**src/rtl/alu_issue.sv**
```systemverilog
// alu_issue: RV32I register-file and issue stage for an external ALU.
//
// It accepts one instruction at a time, decodes the OP and OP-IMM formats,
// reads the operands at accept, and holds them stable while the ALU works.
// It writes the ALU result back to rd and reports each outcome with a
// single-cycle pulse.
//
// Ports:
//   clk, rst               rising-edge clock; asynchronous active-low reset
//   instr, instr_valid     instruction word and its valid
//   instr_ready            high while idle and able to accept
//   lhs/rhs (+_valid)      ALU operands
//   operation (+_valid)    funct3 sent to the ALU
//   metadata (+_valid)     funct7 sent to the ALU (0x00 for non-shift OP-IMM)
//   result, result_valid   ALU result returned to this stage
//   retired/illegal/timeout  single-cycle status pulses
//   dbg_addr, dbg_data     combinational register-file read port
module alu_issue (
  input  logic        clk,
  input  logic        rst,
  input  logic [31:0] instr,
  input  logic        instr_valid,
  output logic        instr_ready,
  output logic [31:0] lhs,
  output logic        lhs_valid,
  output logic [31:0] rhs,
  output logic        rhs_valid,
  output logic [2:0]  operation,
  output logic        operation_valid,
  output logic [6:0]  metadata,
  output logic        metadata_valid,
  input  logic [31:0] result,
  input  logic        result_valid,
  output logic        retired,
  output logic        illegal,
  output logic        timeout,
  input  logic [4:0]  dbg_addr,
  output logic [31:0] dbg_data
);

  localparam logic [6:0] OPC_R = 7'b0110011;
  localparam logic [6:0] OPC_I = 7'b0010011;

  typedef enum logic {IDLE, ISSUE} state_t;

  state_t      state;
  state_t      state_next;
  logic [31:0] regs [32];
  logic [4:0]  rd_q;
  logic [3:0]  wait_cnt;

  logic [6:0]  opcode;
  logic [4:0]  rd;
  logic [2:0]  funct3;
  logic [4:0]  rs1;
  logic [4:0]  rs2;
  logic [6:0]  funct7;

  logic        dec_legal;
  logic [31:0] dec_rhs;
  logic [6:0]  dec_meta;
  logic        accept;
  logic        timeout_hit;
  logic        write_en;

  assign opcode = instr[6:0];
  assign rd     = instr[11:7];
  assign funct3 = instr[14:12];
  assign rs1    = instr[19:15];
  assign rs2    = instr[24:20];
  assign funct7 = instr[31:25];

  // Decode legality and the second operand.
  // Shift immediates are zero-extended with funct7 passed through. Other
  // immediates are sign-extended with a zero funct7.
  always_comb begin
    dec_legal = 1'b0;
    dec_rhs   = 32'd0;
    dec_meta  = 7'd0;
    case (opcode)
      OPC_R: begin
        dec_rhs   = regs[rs2];
        dec_meta  = funct7;
        dec_legal = (funct7 == 7'h00) ||
                    ((funct7 == 7'h20) && ((funct3 == 3'd0) || (funct3 == 3'd5)));
      end
      OPC_I: begin
        if (funct3 == 3'd1 || funct3 == 3'd5) begin
          dec_rhs   = {27'd0, rs2};
          dec_meta  = funct7;
          dec_legal = (funct7 == 7'h00) || ((funct3 == 3'd5) && (funct7 == 7'h20));
        end else begin
          dec_rhs   = {{20{instr[31]}}, instr[31:20]};
          dec_meta  = 7'd0;
          dec_legal = 1'b1;
        end
      end
      default: dec_legal = 1'b0;
    endcase
  end

  assign accept = (state == IDLE) && instr_valid;

  // The counter holds the number of completed ISSUE cycles that had no
  // result. This cycle makes it reach 15 when it currently reads 14.
  assign timeout_hit = (wait_cnt == 4'd14);
  assign write_en    = (state == ISSUE) && result_valid;

  always_ff @(posedge clk or negedge rst) begin
    if (!rst) state <= IDLE;
    else      state <= state_next;
  end

  always_comb begin
    state_next      = state;
    instr_ready     = 1'b0;
    lhs_valid       = 1'b0;
    rhs_valid       = 1'b0;
    operation_valid = 1'b0;
    metadata_valid  = 1'b0;
    case (state)
      IDLE: begin
        instr_ready = 1'b1;
        if (instr_valid && dec_legal) state_next = ISSUE;
      end
      ISSUE: begin
        lhs_valid       = 1'b1;
        rhs_valid       = 1'b1;
        operation_valid = 1'b1;
        metadata_valid  = 1'b1;
        if (result_valid || timeout_hit) state_next = IDLE;
      end
      default: state_next = IDLE;
    endcase
  end

  // Operands, destination latch, wait counter and status pulses.
  // A result that arrives in the 15th ISSUE cycle beats the timeout.
  always_ff @(posedge clk or negedge rst) begin
    if (!rst) begin
      lhs       <= 32'd0;
      rhs       <= 32'd0;
      operation <= 3'd0;
      metadata  <= 7'd0;
      rd_q      <= 5'd0;
      wait_cnt  <= 4'd0;
      retired   <= 1'b0;
      illegal   <= 1'b0;
      timeout   <= 1'b0;
    end else begin
      retired <= 1'b0;
      illegal <= 1'b0;
      timeout <= 1'b0;
      if (accept) begin
        if (dec_legal) begin
          lhs       <= regs[rs1];
          rhs       <= dec_rhs;
          operation <= funct3;
          metadata  <= dec_meta;
          rd_q      <= rd;
          wait_cnt  <= 4'd0;
        end else begin
          illegal <= 1'b1;
        end
      end else if (state == ISSUE) begin
        if (result_valid) begin
          retired <= 1'b1;
        end else begin
          wait_cnt <= wait_cnt + 4'd1;
          if (timeout_hit) timeout <= 1'b1;
        end
      end
    end
  end

  // Register file. x0 is never written, so it always reads zero.
  always_ff @(posedge clk or negedge rst) begin
    if (!rst) begin
      for (int i = 0; i < 32; i++) regs[i] <= 32'd0;
    end else if (write_en && (rd_q != 5'd0)) begin
      regs[rd_q] <= result;
    end
  end

  assign dbg_data = regs[dbg_addr];

endmodule

```
**config.mk**
```make
export PLATFORM = sky130hd
export DESIGN_NAME = alu_issue
export DESIGN_NICKNAME = d
export VERILOG_FILES = /design/src/rtl/alu_issue.sv
export SDC_FILE = /design/constraint.sdc
export NUM_CORES = 2
export LEC_CHECK = 0
export CAP_MARGIN = 5
export CELL_PAD_IN_SITES_DETAIL_PLACEMENT = 1
export CELL_PAD_IN_SITES_GLOBAL_PLACEMENT = 2
export CORE_MARGIN = 8
export CORE_UTILIZATION = 35
export DETAILED_ROUTE_END_ITERATION = 6
export PLACE_DENSITY_LB_ADDON = 0.25
export SYNTH_ARGS = -nofsm -noshare
export SYNTH_HDL_FRONTEND = slang
export SYNTH_SLANG_ARGS = --single-unit
```
**constraint.sdc**
```tcl
create_clock -name clk -period 8.65 [get_ports clk]
set_clock_uncertainty 0.05 [all_clocks]
set_input_delay 1.73 -clock clk [delete_from_list [all_inputs] [get_ports clk]]
set_output_delay 1.73 -clock clk [all_outputs]
set_load 0.02 [all_outputs]
```
-- Yosys cells after proc, flatten, opt, wreduce, memory -nomap -nowiden
Index checks and enable logic that the tools add are counted.
- reduce and logical (&&, ||, !) cells: 18
- mux-type cells: 36
- multipliers: 0
- div/mod/pow operators: 0
- order comparisons: 5
- shift-type cells: 0
- bitwise operators: 5
- add/subtract/negate cells: 1
- equality and inequality tests: 8
- operator list (kind ; number):
    1024-bit bitwise mux ; 1
    32-bit binary-select mux with 5-bit select ; 3
    32-bit two-way mux ; 8
    32-bit demux with 5-bit select ; 1
    32-bit one-hot mux with 2 select lines ; 1
    6-bit greater-or-equal comparator, second input constant ; 4
    5-bit NOT with 6-bit output ; 4
    4-bit two-way mux ; 4
    7-bit by 6-bit == test with 1-bit output, second input constant ; 2
    1-bit two-way mux ; 14
    7-bit one-hot mux with 2 select lines ; 1
    7-bit by 5-bit == test with 1-bit output, second input constant ; 1
    1-bit logical AND ; 7
    7-bit zero test ; 1
    7-bit two-way mux ; 1
    6-bit by 1-bit less-than comparator with 1-bit output, second input constant ; 1
    1-bit logical OR ; 5
    5-bit nonzero test ; 1
    4-bit by 1-bit adder with 4-bit output, second input constant ; 1
    4-bit == test, second input constant ; 1
    1-bit one-hot mux with 2 select lines ; 2
    3-bit by 1-bit == test with 1-bit output, second input constant ; 1
    3-bit == test, second input constant ; 1
    3-bit zero test ; 1
    other kinds (6) ; 6
- input bits: 73
- word-level logic and storage cells: 115
- bits in latches: 0
- memories kept: 0
- bits in writable memories: 0
- output and inout port bits: 114
- register bits after elaboration: 1111
- bits in read-only memories: 0

-- Longest topological paths before layout
- depth after elaboration: 8
- gate-level depth with buffers: 10
- mapped depth without buffers: 5

-- Worst setup path after synthesis
Ideal clock, no wire load.
- path kind: input to output
- from: input port dbg_addr[0]
- to: output port dbg_data[0]
- buffers on the path: 3
- setup slack: 3.234 ns
- data arrival time: 3.636 ns
- data required time: 6.870 ns
- cell stages on the path: 6
- cells stage by stage: clkbuf_1 > buf_2 > buf_2 > mux4_2 > mux4_2 > mux2_2
- longest elaborated chain between the ends: 4
- ends and longest elaborated chain (element ; line ; RTL):
    start, declared ; 37 ; input logic [4:0] dbg_addr,
    5-bit NOT with 6-bit output (implied by the code) ; 185 ; assign dbg_data = regs[dbg_addr];
    32-bit binary-select mux with 5-bit select ; 185 ;
    32-bit two-way mux (implied by the code) (2 in a row) ; 185 ;
    end, declared ; 38 ; output logic [31:0] dbg_data
Every way passes these cells. The select of a mux whose other input is x is not followed.

-- Worst setup path after layout
- from: input port dbg_addr[0]
- to: output port dbg_data[22]
The elaborated chain is that of the path after synthesis.

==> metrics.txt <==
critical path peak fanout=68; I/O pin cnt=approximately 190; instance area at placement=between 0.06 and 0.07 sq mm; Switching Power=0.00323 W; width of the die=roughly 450 microns; count of maximum capacitance violations=0; setup repair bufs after CTS=0; Buffers & Inverters on Critical Path=3; power per cell area=~170 mW/mm^2; post_cts resized=0; share of the core filled with cells=about two fifths; critical path cell sequence=buf_8 > buf_4 > mux4_2 > mux4_2 > mux2_2 > clkdlybuf4s50_1; final standard cell count with taps included and fillers excluded=about 6,800; Worst Max-Slew Pin Slew=1440 ps; startpoint types=input pin; category of cells accounting for the largest share of critical-path delay=buffers and inverters; peak per-stage delay on the critical path=about 700 ps; htree depth=4; Wirelength per Cell=about 37 microns; M2 GR Usage=41.3%; total count of max-transition violations in the final report=0; fraction of power consumed by sequential logic=42.3%; core footprint=around 0.19 sq mm; Placer Congestion=between 0.8 and 0.9; startpoint of the most critical hold path=regs[1003]; aggregate routed wire length=~250,000 microns; vias in the first global route=about 46,000; clock network latency to the later pin of the worst-skew pair=roughly 810 ps; required time of the critical path=6870 ps; Seq/Total Area, Yosys=a little over two fifths; Final Critical Period=6730 ps; start of the worst register-to-register path=state; most congested layer reported by global routing=met2; number of buffers inserted by port buffering=186; maximum number of buffers from clock root to sink=3; Synthesis Warnings=0; final-report hold violation count=0; RSZ-0062 raised after global routing=no; R2R Setup Slk=4580 ps; CTS tree=yes; dominant register cell in the synthesized netlist=dfrtp_1; first drt pass iteration count=5; relative contribution of the clock network to total power=around half; Chip Height=approximately 450 microns; GR met1 Demand/Resource=approximately 33%; number of failing setup endpoints in the final timing report=0; relative slew slack=roughly 3.8%; Tcrit/Tclk final=77.8%; internal power=between 0.009 and 0.01 W; Cell Count Post-Placement=6,543; number of instances on the worst hold path=0; pre-CTS WS=approximately 1900 ps; cell at the slowest stage of the critical path=buf_8; share of flip-flops with an asynchronous set or reset after synthesis=100%; switching share of total power=roughly 26%; footprint of the multi-input gates=approximately 0.035 sq mm; sum of net half-perimeters after detailed placement=~150,000 microns; number of enable-type register cells in the synthesized netlist=0; synthesized cell area=0.0652 sq mm; Net Count, Synth=4,331; endpoint of the worst register-to-register path=regs[2]; wire length of the first global-routing pass=about 360,000 microns; Root Buffer=clkbuf_16; fill cell count=18,400; Critical Setup Path Class=in -> out; post-cts hold buffer count=0; total negative slack=0 ps; number of placement rows=158; largest net degree at the start of global routing=between 150 and 200; capturing element type of the critical path=primary output; maximum frequency from static timing analysis=approximately 150 MHz; clock slew at the register clock pins of the worst setup and hold paths=around 60 ps; HP Class=reg -> reg; Max IR drop VDD=roughly 0.00021 V; Reg2Reg Depth=6; Syn Area/Cell=15.3 sq um; antenna violations before repair=13; initial cell density of the core=a little over a third; cells after synthesis=between 4,000 and 5,000; part of the total power dissipated in combinational logic=8.2%; crit-path most repeated cell=mux4_2; Critical Path AT=4950 ps; DRC violation count after routing=0; via density per instance=6.37; count of vias placed by the detailed router=between 40,000 and 50,000; number of CTS-inserted buffers=around 140; total global routing overflow=0; met3 Resource Use GR=4.37%; Sinks on Clock Net=1,111; number of distinct library cells after synthesis=60; static leakage=32.6 nW; minimum setup slack in the final design=about 1900 ps; count of antenna-violating nets left after detailed routing=0; share of post-route cells with drive strength above 1=between 50% and 60%; flip-flop and latch area=between 0.02 and 0.03 sq mm; result of the run=complete, no violations; count of state elements after synthesis=~1,100; area delta synth->final=13.8%; violation count after the first detailed-routing iteration=roughly 3,400; GRT Resource Usage Total=between 20% and 30%; Total Die Area=around 0.2 sq mm; number of nets in the layout=about 4,300; post-route design area=about 0.074 sq mm; hold endpoint=regs[1003]
==> cell type report <==
class / instances / share of cell area [%]
clock buffer: 199 / 5.44
sequential: 1111 / 37.5
clock inverter: 50 / 1.05
timing repair buffer: 321 / 4.25
inverter: 16 / 0.0809
tap: 2480 / 4.18
multi-input combinational: 2615 / 47.5
antenna: 4 / 0.0135
==> routing by layer <==
layer  share of wire, %  routed length [microns]
met5                  0                        0
met4                4.9                    12300
met3                5.8                    14600
met2                 49                   123000
met1                 41                   103000
==> layout by cell type (no fill, tap or decap), drive strengths merged, types with 15 or more instances in the layout <==
master / Yosys / layout
a211oi: 49 / 49
a22o: 15 / 15
a31oi: 20 / 20
clkbuf: 281 / 199
nor2: 53 / 53
buf: 233 / 148
mux4: 760 / 760
mux2i: 163 / 163
clkinv: 0 / 27
o22ai: 150 / 150
nor4: 37 / 37
inv: 16 / 24
o22a: 16 / 16
nor2b: 49 / 49
dfrtp: 1111 / 1111
a2111oi: 37 / 37
mux2: 1080 / 1080
nand2: 36 / 36
clkdlybuf4s50: 0 / 172
==> cells in the mapped netlist, drive strengths merged (20+ instances only) <==
cell type / instances / area (sq um)
a2111oi: 37 / 330
a211oi: 49 / 368
a31oi: 20 / 125
buf: 233 / 1320
clkbuf: 281 / 1050
dfrtp: 1111 / 27800
mux2: 1080 / 12200
mux2i: 163 / 1630
mux4: 760 / 17100
nand2: 36 / 135
nor2: 53 / 206
nor2b: 49 / 307
nor4: 37 / 246
o22ai: 150 / 938
==> power by group through the flow <==
stage | Sequential [W] | Combinational [W] | Clock, W
2_1_floorplan | 0.00537 | 0.000507 | 0
3_3_place_gp | 0.00535 | 0.00103 | 0
3_5_place_dp | 0.00535 | 0.00103 | 0
4_1_cts | 0.00526 | 0.00103 | 0.00628
5_1_grt | 0.00526 | 0.00108 | 0.00649
6_report | 0.00526 | 0.00102 | 0.00615
==> state kept, by name, summed over array words and instances, names as in the netlist <==
name and count:
illegal 1, lhs 32, metadata 7, operation 3, rd_q 5, regs 1024, retired 1, rhs 32
state 1, timeout 1, wait_cnt 4
==> worst max path at each step <==
| stage | cells after the start | to | startpoint | slack (ps) |
|---|---|---|---|---|
| floorplan | 6 | dbg_data[0] | dbg_addr[0] | 3230 |
| global placement | 6 | dbg_data[22] | dbg_addr[0] | 1880 |
| detailed placement | 6 | dbg_data[22] | dbg_addr[0] | 1860 |
| CTS | 6 | dbg_data[22] | dbg_addr[0] | 1840 |
| global route | 6 | dbg_data[22] | dbg_addr[0] | 1790 |
| finish | 6 | dbg_data[22] | dbg_addr[0] | 1920 |
==> per-stage QoR <==
step                      hold WS, ps  total power, W
after detailed placement          354         0.00639
after global placement            350         0.00638
after floorplan                   408         0.00587
after global routing              383          0.0128
final                             363          0.0124
after CTS                         367          0.0126
==> cells by family after synthesis <==
family | synth area share, %
multiplexers | 47.4
flip-flops | 42.6
buffers and inverters | 3.73
AO/OA/AOI/OAI | 4.11
AND/OR/NAND/NOR | 2.07
XOR/XNOR | 0.0269
adder cells (fa/ha/maj) | 0.0384
Note: power is estimated with default switching activity, not from simulation.
